`src/rtl/matrix_pkg.sv`:
```
// Shared definitions for the matrix operand loader and the matrix_mul datapath.
package matrix_pkg;

  localparam int DATA_WIDTH_DEF  = 8;
  localparam int MATRIX_SIZE_DEF = 3;

  typedef enum logic [1:0] {
    LOAD_A    = 2'd0,
    LOAD_B    = 2'd1,
    START     = 2'd2,
    WAIT_DONE = 2'd3
  } ld_state_e;

  // Row/column index width; a 2x2 matrix still needs one bit.
  function automatic int idx_w(input int n);
    return (n > 2) ? $clog2(n) : 1;
  endfunction

endpackage

```
`src/rtl/matrix_loader_if.sv`:
```
// Element stream in, operand-store write port and multiply control out.
interface matrix_loader_if
  import matrix_pkg::*;
#(
  parameter int DATA_WIDTH  = DATA_WIDTH_DEF,
  parameter int MATRIX_SIZE = MATRIX_SIZE_DEF
) ();

  localparam int IDX_W = idx_w(MATRIX_SIZE);

  logic                  in_valid;
  logic                  in_ready;
  logic [DATA_WIDTH-1:0] in_data;
  logic                  in_last;
  logic                  a_we;
  logic                  b_we;
  logic [IDX_W-1:0]      wr_row;
  logic [IDX_W-1:0]      wr_col;
  logic [DATA_WIDTH-1:0] wr_data;
  logic                  start;
  logic                  mm_done;
  logic                  busy;
  logic                  len_err;

  modport master (
    input  in_valid, in_data, in_last, mm_done,
    output in_ready, a_we, b_we, wr_row, wr_col, wr_data, start, busy, len_err
  );

  modport slave (
    output in_valid, in_data, in_last, mm_done,
    input  in_ready, a_we, b_we, wr_row, wr_col, wr_data, start, busy, len_err
  );

endinterface

```
`src/rtl/rc_counter.sv`:
```
// Row-major element position counter over an N x N matrix.
module rc_counter #(
  parameter int N = 3,
  parameter int W = 2
) (
  input  logic         clock,
  input  logic         reset,
  input  logic         inc,
  output logic [W-1:0] row,
  output logic [W-1:0] col,
  output logic         at_end
);

  localparam logic [W-1:0] LAST = W'(N - 1);

  logic col_end;

  assign col_end = (col == LAST);
  assign at_end  = col_end && (row == LAST);

  always_ff @(posedge clock or posedge reset) begin
    if (reset) begin
      row <= '0;
      col <= '0;
    end else if (inc) begin
      if (col_end) begin
        col <= '0;
        row <= (row == LAST) ? '0 : row + 1'b1;
      end else begin
        col <= col + 1'b1;
      end
    end
  end

endmodule

```
`src/rtl/matrix_loader.sv`:
```
// Streams A then B row-major into matrix_mul's operand stores, then kicks the multiply.
module matrix_loader
  import matrix_pkg::*;
#(
  parameter int DATA_WIDTH  = DATA_WIDTH_DEF,
  parameter int MATRIX_SIZE = MATRIX_SIZE_DEF
) (
  input  logic            clock,
  input  logic            reset,
  matrix_loader_if.master bus
);

  localparam int IDX_W = idx_w(MATRIX_SIZE);

  ld_state_e        state, state_nxt;
  logic             xfer;
  logic             at_end;
  logic             frame_bad;
  logic [IDX_W-1:0] row, col;

  assign bus.in_ready = (state == LOAD_A) || (state == LOAD_B);
  assign xfer         = bus.in_valid && bus.in_ready;

  rc_counter #(.N(MATRIX_SIZE), .W(IDX_W)) u_rc (
    .clock  (clock),
    .reset  (reset),
    .inc    (xfer),
    .row    (row),
    .col    (col),
    .at_end (at_end)
  );

  always_ff @(posedge clock or posedge reset) begin
    if (reset) state <= LOAD_A;
    else       state <= state_nxt;
  end

  always_comb begin
    state_nxt = state;
    case (state)
      LOAD_A:    if (xfer && at_end) state_nxt = LOAD_B;
      LOAD_B:    if (xfer && at_end) state_nxt = START;
      START:     state_nxt = WAIT_DONE;
      WAIT_DONE: if (bus.mm_done) state_nxt = LOAD_A;
      default:   state_nxt = LOAD_A;
    endcase
  end

  // start coincides with the registered write of B[N-1][N-1].
  assign bus.start = (state == START);
  assign bus.busy  = (state == START) || (state == WAIT_DONE);

  // in_last must mark exactly the final B element.
  assign frame_bad = bus.in_last != ((state == LOAD_B) && at_end);

  always_ff @(posedge clock or posedge reset) begin
    if (reset) begin
      bus.a_we    <= 1'b0;
      bus.b_we    <= 1'b0;
      bus.wr_row  <= '0;
      bus.wr_col  <= '0;
      bus.wr_data <= '0;
      bus.len_err <= 1'b0;
    end else begin
      bus.a_we <= xfer && (state == LOAD_A);
      bus.b_we <= xfer && (state == LOAD_B);
      if (xfer) begin
        bus.wr_row  <= row;
        bus.wr_col  <= col;
        bus.wr_data <= bus.in_data;
      end
      if (xfer && frame_bad) bus.len_err <= 1'b1;
    end
  end

endmodule

```
`src/flat_wrapper.sv`:
```
// flat-port wrapper written by rule: the top's interface ports become plain ports
module matrix_loader_flat import matrix_pkg::*;
#(
  parameter int DATA_WIDTH  = DATA_WIDTH_DEF,
  parameter int MATRIX_SIZE = MATRIX_SIZE_DEF
)
  (clock, reset, bus_in_valid, bus_in_data, bus_in_last, bus_mm_done, bus_in_ready, bus_a_we, bus_b_we, bus_wr_row, bus_wr_col, bus_wr_data, bus_start, bus_busy, bus_len_err);
  matrix_loader_if #(.DATA_WIDTH(DATA_WIDTH), .MATRIX_SIZE(MATRIX_SIZE)) bus_i ();
  input  logic clock;
  input  logic reset;
  input wire logic [$bits(bus_i.in_valid)-1:0] bus_in_valid;
  input wire logic [$bits(bus_i.in_data)-1:0] bus_in_data;
  input wire logic [$bits(bus_i.in_last)-1:0] bus_in_last;
  input wire logic [$bits(bus_i.mm_done)-1:0] bus_mm_done;
  output wire logic [$bits(bus_i.in_ready)-1:0] bus_in_ready;
  output wire logic [$bits(bus_i.a_we)-1:0] bus_a_we;
  output wire logic [$bits(bus_i.b_we)-1:0] bus_b_we;
  output wire logic [$bits(bus_i.wr_row)-1:0] bus_wr_row;
  output wire logic [$bits(bus_i.wr_col)-1:0] bus_wr_col;
  output wire logic [$bits(bus_i.wr_data)-1:0] bus_wr_data;
  output wire logic [$bits(bus_i.start)-1:0] bus_start;
  output wire logic [$bits(bus_i.busy)-1:0] bus_busy;
  output wire logic [$bits(bus_i.len_err)-1:0] bus_len_err;
  assign bus_i.in_valid = bus_in_valid;
  assign bus_i.in_data = bus_in_data;
  assign bus_i.in_last = bus_in_last;
  assign bus_i.mm_done = bus_mm_done;
  assign bus_in_ready = bus_i.in_ready;
  assign bus_a_we = bus_i.a_we;
  assign bus_b_we = bus_i.b_we;
  assign bus_wr_row = bus_i.wr_row;
  assign bus_wr_col = bus_i.wr_col;
  assign bus_wr_data = bus_i.wr_data;
  assign bus_start = bus_i.start;
  assign bus_busy = bus_i.busy;
  assign bus_len_err = bus_i.len_err;
  matrix_loader #(.DATA_WIDTH(DATA_WIDTH), .MATRIX_SIZE(MATRIX_SIZE)) u_core (.clock(clock), .reset(reset), .bus(bus_i));
endmodule
```
`config.mk`:
```
export PLATFORM = sky130hd
export DESIGN_NAME = matrix_loader_flat
export DESIGN_NICKNAME = d
export VERILOG_FILES = /design/src/rtl/matrix_pkg.sv /design/src/rtl/matrix_loader_if.sv /design/src/rtl/rc_counter.sv /design/src/rtl/matrix_loader.sv /design/src/flat_wrapper.sv
export SDC_FILE = /design/constraint.sdc
export NUM_CORES = 1
export LEC_CHECK = 0
export ABC_AREA = 1
export CORE_ASPECT_RATIO = 0.6
export CORE_UTILIZATION = 44
export DETAILED_ROUTE_END_ITERATION = 7
export PLACE_DENSITY = 0.76
export SLEW_MARGIN = 40
export SYNTH_ARGS = -nofsm -noshare
export SYNTH_HDL_FRONTEND = slang
export SYNTH_SLANG_ARGS = --single-unit
```
`constraint.sdc`:
```
create_clock -name clock -period 1.5 [get_ports clock]
set_input_delay 0.225 -clock clock [delete_from_list [all_inputs] [get_ports clock]]
set_output_delay 0.225 -clock clock [all_outputs]
set_load 0.01 [all_outputs]
```
==> results of run 1 <==
[cells in the mapped netlist]
cell	instances	area [µm²]
nand3_1	6	30.0
nor2_1	3	11.3
inv_2	1	3.75
nand2_1	42	158
buf_6	1	11.3
a21oi_1	1	5.00
inv_4	1	6.26
nand4_1	1	6.26
dfrtp_1	21	526
ha_1	4	50.1
o21ai_0	4	20.0
nand2_4	2	22.5
o21ai_1	1	5.00
inv_1	14	52.6
o21a_1	1	7.51
or2_2	1	6.26
o21ai_2	1	8.76
buf_4	1	7.51
nand3_2	1	10.0
nor2_2	1	6.26
[logic make-up after synthesis]
kind of cell             synth area share
AO/OA/AOI/OAI                      0.0486
AND/OR/NAND/NOR                     0.262
flip-flops                          0.551
adder cells (fa/ha/maj)            0.0525
buffers and inverters              0.0853
[placed cells by master (no fill, tap or decap), types with 4 or more instances in the layout]
master,count
nand2_1,42
nand3_1,5
buf_4,6
inv_1,9
clkdlybuf4s50_1,26
inv_2,6
ha_4,4
dfrtp_1,20
buf_6,6
[registers in the layout (all words and copies together), names as in the netlist]
register and flops:
u_core.bus.wr_row 2, u_core.bus.b_we 1, u_core.bus.a_we 1, u_core.u_rc.row 2, u_core.state 2, u_core.bus.len_err 1, u_core.bus.wr_data 8, u_core.bus.wr_col 2
u_core.u_rc.col 2
[worst reg2reg max path: stages, from the launching register on]
cell,delay [ns]
dfrtp_2,0.47
buf_6,0.14
ha_4,0.15
inv_2,0.06
nand2_4,0.05
buf_6,0.13
nand2_1,0.12
nand2_1,0.10
nand2_1,0.08
nand2_1,0.06
[stage by stage]
stage	cell area [µm²]	total power, mW	hold slack [ns]
final	1480	3.13	0.244
after global routing	1480	3.32	0.268
after CTS	1380	2.81	0.249
after detailed placement	1310	2.43	0.469
after global placement	1310	2.36	0.451
after floorplan	953	1.74	0.202
[per-layer routing]
metal  up-vias  part of all wire
li1        419                 -
met1       410              0.42
met2        36              0.48
met3         9             0.077
met4         0             0.018
met5         -                 0
[area by class of cell]
type / instances / area, µm²
fillers: 125 / 454
clock buffers: 3 / 22.5
flip-flops and latches: 21 / 527
well taps: 28 / 35.0
repair buffers: 41 / 395
inverters: 16 / 67.6
multi-input cells: 70 / 430
clock inverters: 1 / 5.00
[timing repair]
action,CTS,global route
pin swaps,0,3
setup buffers,4,2
gates resized for setup,16,23
setup endpoints to repair,4,18
hold endpoints to repair,0,0
gates cloned,0,1
[how the worst max path moves through the flow]
| stage | end |
|---|---|
| after floorplan | u_core.bus.len_err |
| after global placement | bus_in_ready |
| after detailed placement | bus_in_ready |
| after CTS | bus_in_ready |
| after global routing | bus_busy |
| final | bus_busy |
[power breakdown]
group / switching (mW) / internal (mW) / leakage, nW
Sequential: 0.161 / 0.820 / 0.256
Clock: 0.170 / 0.0997 / 0.0177
Combinational: 0.957 / 0.918 / 0.467
Total: 1.29 / 1.84 / 0.740
==> run_results.csv, run 1 <==
group,metric,value,unit
run_status,outcome,"finished, violations left",
run_status,violations,"setup timing",
drt,routedWlPerCell,13.7,µm
critical_path,start_kind,"register",
sta,tightest_slew,0.375,ns
die,start_util,0.492,
global_routing,grt_util_met3,0.0709,
critical_path,cp.arrival,1.32,ns
critical_path,path_max_fanout,3,
global_routing,grt_max_degree,22,
sta,finalClockSkew,0.00253,ns
die,die_area,0.00236,mm²
finish,drive_gt1_frac,0.257,
global_routing,use_met2,0.311,
clocking,insertion_delay,0.31,ns
logic_synthesis,ys_ff_latch,21,
die,core-area,0.00194,mm²
clocking,clk_pin_slew_worst_paths,0.11,ns
logic_synthesis,synth-warning-count,0,
logic_synthesis,netlist_area,953,µm²
logic_synthesis,seq_area_frac_synth,0.551,
clocking,cts_tree,"built",
clocking,cts_max_level,1,
run,cap_violations,0,
logic_synthesis,yosys.cell_types.count,20,
placed_design,place_inst,169,
sta,fmax,647,MHz
placed_design,gp_congestion,0.786,
sta,timing.final.hold_violations,0,
critical_path,critPathLaunch,"u_core.state[0]",
global_routing,grt_first_pass_wirelength,3170,µm
finish,fin_cells,180,
power_and_ir_drop,power_leakage,0.740,nW
logic_synthesis,syn_inst,108,
critical_path,crit_buf_inv,3,
critical_path,path_class,"reg2out",
clocking,cts-hold-fix-buffers,0,
critical_path,cp-end-kind,"output pin",
die,die_w,62.1,µm
global_routing,grt_pass1_vias,733,
sta,setup_viol,2,
power_and_ir_drop,peakVddDrop,1030,µV
placed_design,io_buffer_count,30,
clocking,clk_path_buf_depth,2,
sta,layout_setup_ws,-0.0459,ns
drt,drc,0,
global_routing,grt_overflow,0,
critical_path,cp_slowest_cell,"dfrtp_2",
die,io_pins,31,
placed_design,pre_cts_ws,-0.0250,ns
clocking,cts_buffers,3,
finish,post-route-util,0.766,
finish,syn2layout_area_growth,55.5,%
sta,rsz0062_at_grt,"yes",
logic_synthesis,synth_area_per_cell,8.83,µm²
drt,via_per_inst,4.86,
drt,drt_wl_total,2460,µm
critical_path,cp_num_cells,5,
critical_path,r2r_end,"u_core.state[0]",
global_routing,grtUsageMet1,0.262,
sta,slew_viol_final,0,
die,die_h,38.1,µm
die,num_rows,12,
placed_design,hpwl,1510,µm
drt,firstDrtPassIters,4,
global_routing,track_usage,0.196,
critical_path,cp.required,1.27,ns
critical_path,r2r_slack,0.04,ns
critical_path,max_stage_delay,0.47,ns
clocking,clockRootBuffer,"clkbuf_4",
drt,num_vias,874,
drt,drt-initial-drc-count,31,
critical_path,cp_top_family,"flip-flops",
min_path,min_path_type,"in2async",
sta,finalCritPeriodShare,1.03,
sta,fin_setup_tns,-0.0665,ns
critical_path,reg2reg_depth,9,
drt,drtAntennaViolNets,0,
global_routing,antenna_found_initial,0,
finish,nNetsFinal,170,
finish,num_antenna_cells,0,
global_routing,grt_busiest_layer,"met2",
critical_path,reg2reg_from,"u_core.state[0]",
sta,relSlewSlack,0.749,
logic_synthesis,syn-num-nets,125,
power_and_ir_drop,powerDensity,2110,mW/mm²
critical_path,cp_common_cell,"inv_2",
critical_path,path_cells,"inv_2 -> ha_4 -> inv_2 -> nand2_1 -> buf_2",
clocking,cts_sinks,21,
sta,fin_crit,1.55,ns
Note: power is estimated with default switching activity, not from simulation.
==> inputs of run 2 (changes only) <==
ABC_AREA = default   (was 1)
CAP_MARGIN = 20   (was default)
CORE_UTILIZATION = 45   (was 44)
PLACE_DENSITY = 0.77   (was 0.76)
==> run 2 against run 1 <==
Compared with the run above:
- the run still ends with setup timing left
- wire length is 4.2% lower
- highest routed layer unchanged
- final area is 5.5% higher
- register-to-register slack lost 0.20 ns
- via count fell by 14%
- fmax fell by 9.2%
- clock power fell by 1%
- first-iteration DRC count rose by 6.5%
- total power rose by 7.3%
- sequential cell count stayed put
- final cell count is 17% lower
==> run_results.csv, run 2 <==
group,metric,value,unit
sta,fmax,587,MHz
logic_synthesis,synth_edf_count,0,
run,cap_violations,0,
power_and_ir_drop,comb_power_share,0.618,
power_and_ir_drop,power_leakage,0.755,nW
clocking,cts_tree,"built",
die,num_rows,12,
die,die_w,62.6,µm
critical_path,path_class,"reg2out",
sta,timing.final.hold_violations,0,
die,die_area,0.00240,mm²
drt,routedWlPerCell,15.8,µm
sta,rsz0062_at_grt,"yes",
critical_path,path_max_fanout,3,
clocking,insertion_delay,0.31,ns
placed_design,gp_congestion,0.776,
run_status,violations,"setup timing",
finish,layout_common_cells,"clkdlybuf4s50_1 (25), dfrtp_1 (21), mux2_4 (13)",
finish,syn2layout_area_growth,57.8,%
sta,fin_setup_tns,-1.91,ns
finish,largest_register_ffs,8,
logic_synthesis,synthTopCellsByCount,"dfrtp_1 (21), mux2_2 (8), inv_1 (5), mux2_1 (5)",
die,die_h,38.4,µm
logic_synthesis,seq_area_frac_synth,0.530,
placed_design,pre_cts_ws,-0.182,ns
logic_synthesis,ys_ff_latch,21,
placed_design,place_inst,138,
power_and_ir_drop,p_clk_frac,0.079,
logic_synthesis,post-synth-top-count-cell,"dfrtp_1",
placed_design,io_buffer_count,30,
sta,fin_crit,1.70,ns
power_and_ir_drop,p_seq_frac,0.302,
power_and_ir_drop,p_sw_frac,0.341,
logic_synthesis,netlist_area,991,µm²
finish,nNetsFinal,139,
clocking,clockRootBuffer,"clkbuf_4",
power_and_ir_drop,switching_power,1.14,mW
die,core-area,0.00195,mm²
finish,drive_gt1_frac,0.397,
global_routing,track_usage,0.200,
finish,final_common_cell,"clkdlybuf4s50_1",
drt,drc,0,
clocking,cts_max_level,1,
critical_path,cp-end-kind,"output pin",
critical_path,start_kind,"register",
power_and_ir_drop,peakVddDrop,1270,µV
die,start_util,0.508,
global_routing,antenna_found_initial,0,
clocking,clk_pin_slew_worst_paths,0.11,ns
global_routing,grt_overflow,0,
drt,via_per_inst,5.03,
clocking,cts_sinks,21,
sta,finalCritPeriodShare,1.14,
critical_path,crit_buf_inv,2,
finish,num_antenna_cells,0,
logic_synthesis,synth-warning-count,0,
drt,firstDrtPassIters,4,
global_routing,grt_first_pass_wirelength,3360,µm
critical_path,path_cells,"buf_4 -> ha_1 -> or2_4 -> buf_6",
finish,top_register,"u_core.bus.wr_data",
drt,drtAntennaViolNets,0,
sta,finalClockSkew,0.00491,ns
logic_synthesis,ys_async_sr_fraction,1.00,
placed_design,hpwl,1390,µm
finish,fin_cells,149,
global_routing,grt_pass1_vias,694,
logic_synthesis,yosys-top-cells-area,"dfrtp_1 (53%), mux2_2 (9.1%), mux2_1 (5.7%), ha_1 (5.1%), buf_6 (2.3%)",
sta,layout_setup_ws,-0.203,ns
run_status,outcome,"finished, violations left",
power_and_ir_drop,p_int,2.21,mW
power_and_ir_drop,powerDensity,2140,mW/mm²
logic_synthesis,syn-num-nets,92,
critical_path,cp.arrival,1.48,ns
sta,setup_viol,19,
drt,num_vias,750,
sta,relSlewSlack,0.821,
sta,tightest_slew,0.267,ns
logic_synthesis,yosys.cell_types.count,32,
min_path,min_path_type,"in2async",
critical_path,cp_top_family,"flip-flops",
finish,nFillCells,105,
clocking,clk_path_buf_depth,2,
logic_synthesis,ys.flop_type,"dfrtp_1",
clocking,cts-hold-fix-buffers,0,
critical_path,cp.required,1.27,ns
finish,multiInputGateArea,502,µm²
critical_path,max_stage_delay,0.42,ns
clocking,cts_buffers,3,
logic_synthesis,synth_area_leader_cell,"dfrtp_1",
drt,drt-initial-drc-count,33,
logic_synthesis,synth_area_per_cell,13.2,µm²
logic_synthesis,syn_inst,75,
sta,slew_viol_final,0,
logic_synthesis,synth.top_cell.area_share,0.530,
global_routing,grt_max_degree,22,
finish,regArea,526,µm²
drt,drt_wl_total,2360,µm
critical_path,cp_slowest_cell,"dfrtp_1",
die,io_pins,31,
==> run 2: power by group through the flow <==
stage / sequential, mW / combinational (mW) / clock (mW)
after floorplan: 1.06 / 0.786 / 0
final: 1.01 / 2.07 / 0.266
after CTS: 0.999 / 1.90 / 0.274
after global placement: 0.985 / 1.49 / 0
after detailed placement: 1.00 / 1.52 / 0
after global routing: 1.05 / 2.21 / 0.298
==> run 2: through the flow <==
stage	utilization	hold slack [ns]	area (µm²)	total power, mW
after global routing	0.801	0.258	1560	3.55
after global placement	0.697	0.473	1360	2.48
after floorplan	-	0.202	996	1.85
final	0.801	0.229	1560	3.35
after CTS	0.772	0.225	1510	3.17
after detailed placement	0.697	0.484	1360	2.53
==> run 2: path summary, 6_finish.rpt <==
check,cells after the start,to,slack [ns],start
min in group clock,2,u_core.bus.wr_data[4],0.52,bus_in_data[4]
setup / recovery,4,bus_busy,-0.20,u_core.state[1]
hold reg to reg,1,u_core.bus.wr_data[0],0.52,u_core.bus.wr_data[0]
max in group asynchronous,3,u_core.bus.wr_data[0],1.06,reset
hold / removal,3,u_core.bus.wr_data[3],0.23,reset
setup reg to reg,5,u_core.state[0],-0.16,u_core.state[1]
==> run 2: worst reg2reg max path, delay by kind of cell, from the launching register on <==
kind	cells	cell delay (ns)
AND/OR/NAND/NOR	1	0.48
buffers and inverters	2	0.28
AO/OA/AOI/OAI	1	0.20
flip-flops	1	0.42
adder cells (fa/ha/maj)	1	0.19
==> run 2: cell type report <==
cell class                 instances  share of cell area
sequential                        21               0.336
multi-input combinational         46               0.321
timing repair buffer              45               0.288
tap                               28              0.0224
inverter                           5              0.0152
clock buffer                       3              0.0144
clock inverter                     1             0.00320
==> run 2: kinds of logic (layout without fill, tap and decap cells) <==
logic type	count (synthesis)	in the layout	synth area share
buffers and inverters	8	54	0.0492
and+or+nand+nor	18	18	0.129
adders and majority gates	4	4	0.0505
muxes	13	13	0.148
DFF	21	21	0.530
AOI/OAI and AO/OA	11	11	0.0934
==> run 2: what timing repair did <==
action / CTS / global route
cloned: 0 / 1
endpoints found under the hold margin: 0 / 0
pin swaps: 5 / 2
gates resized for setup: 39 / 6
setup buffers: 4 / 2
setup endpoints to repair: 18 / 20
==> run 2: metal layers <==
layer	routed length (µm)	GRT usage	vias to the layer above
li1	-	-	357
met1	1070	0.248	359
met2	1060	0.329	26
met3	152	0.0655	8
met4	68	0.0872	0
met5	0	0	-
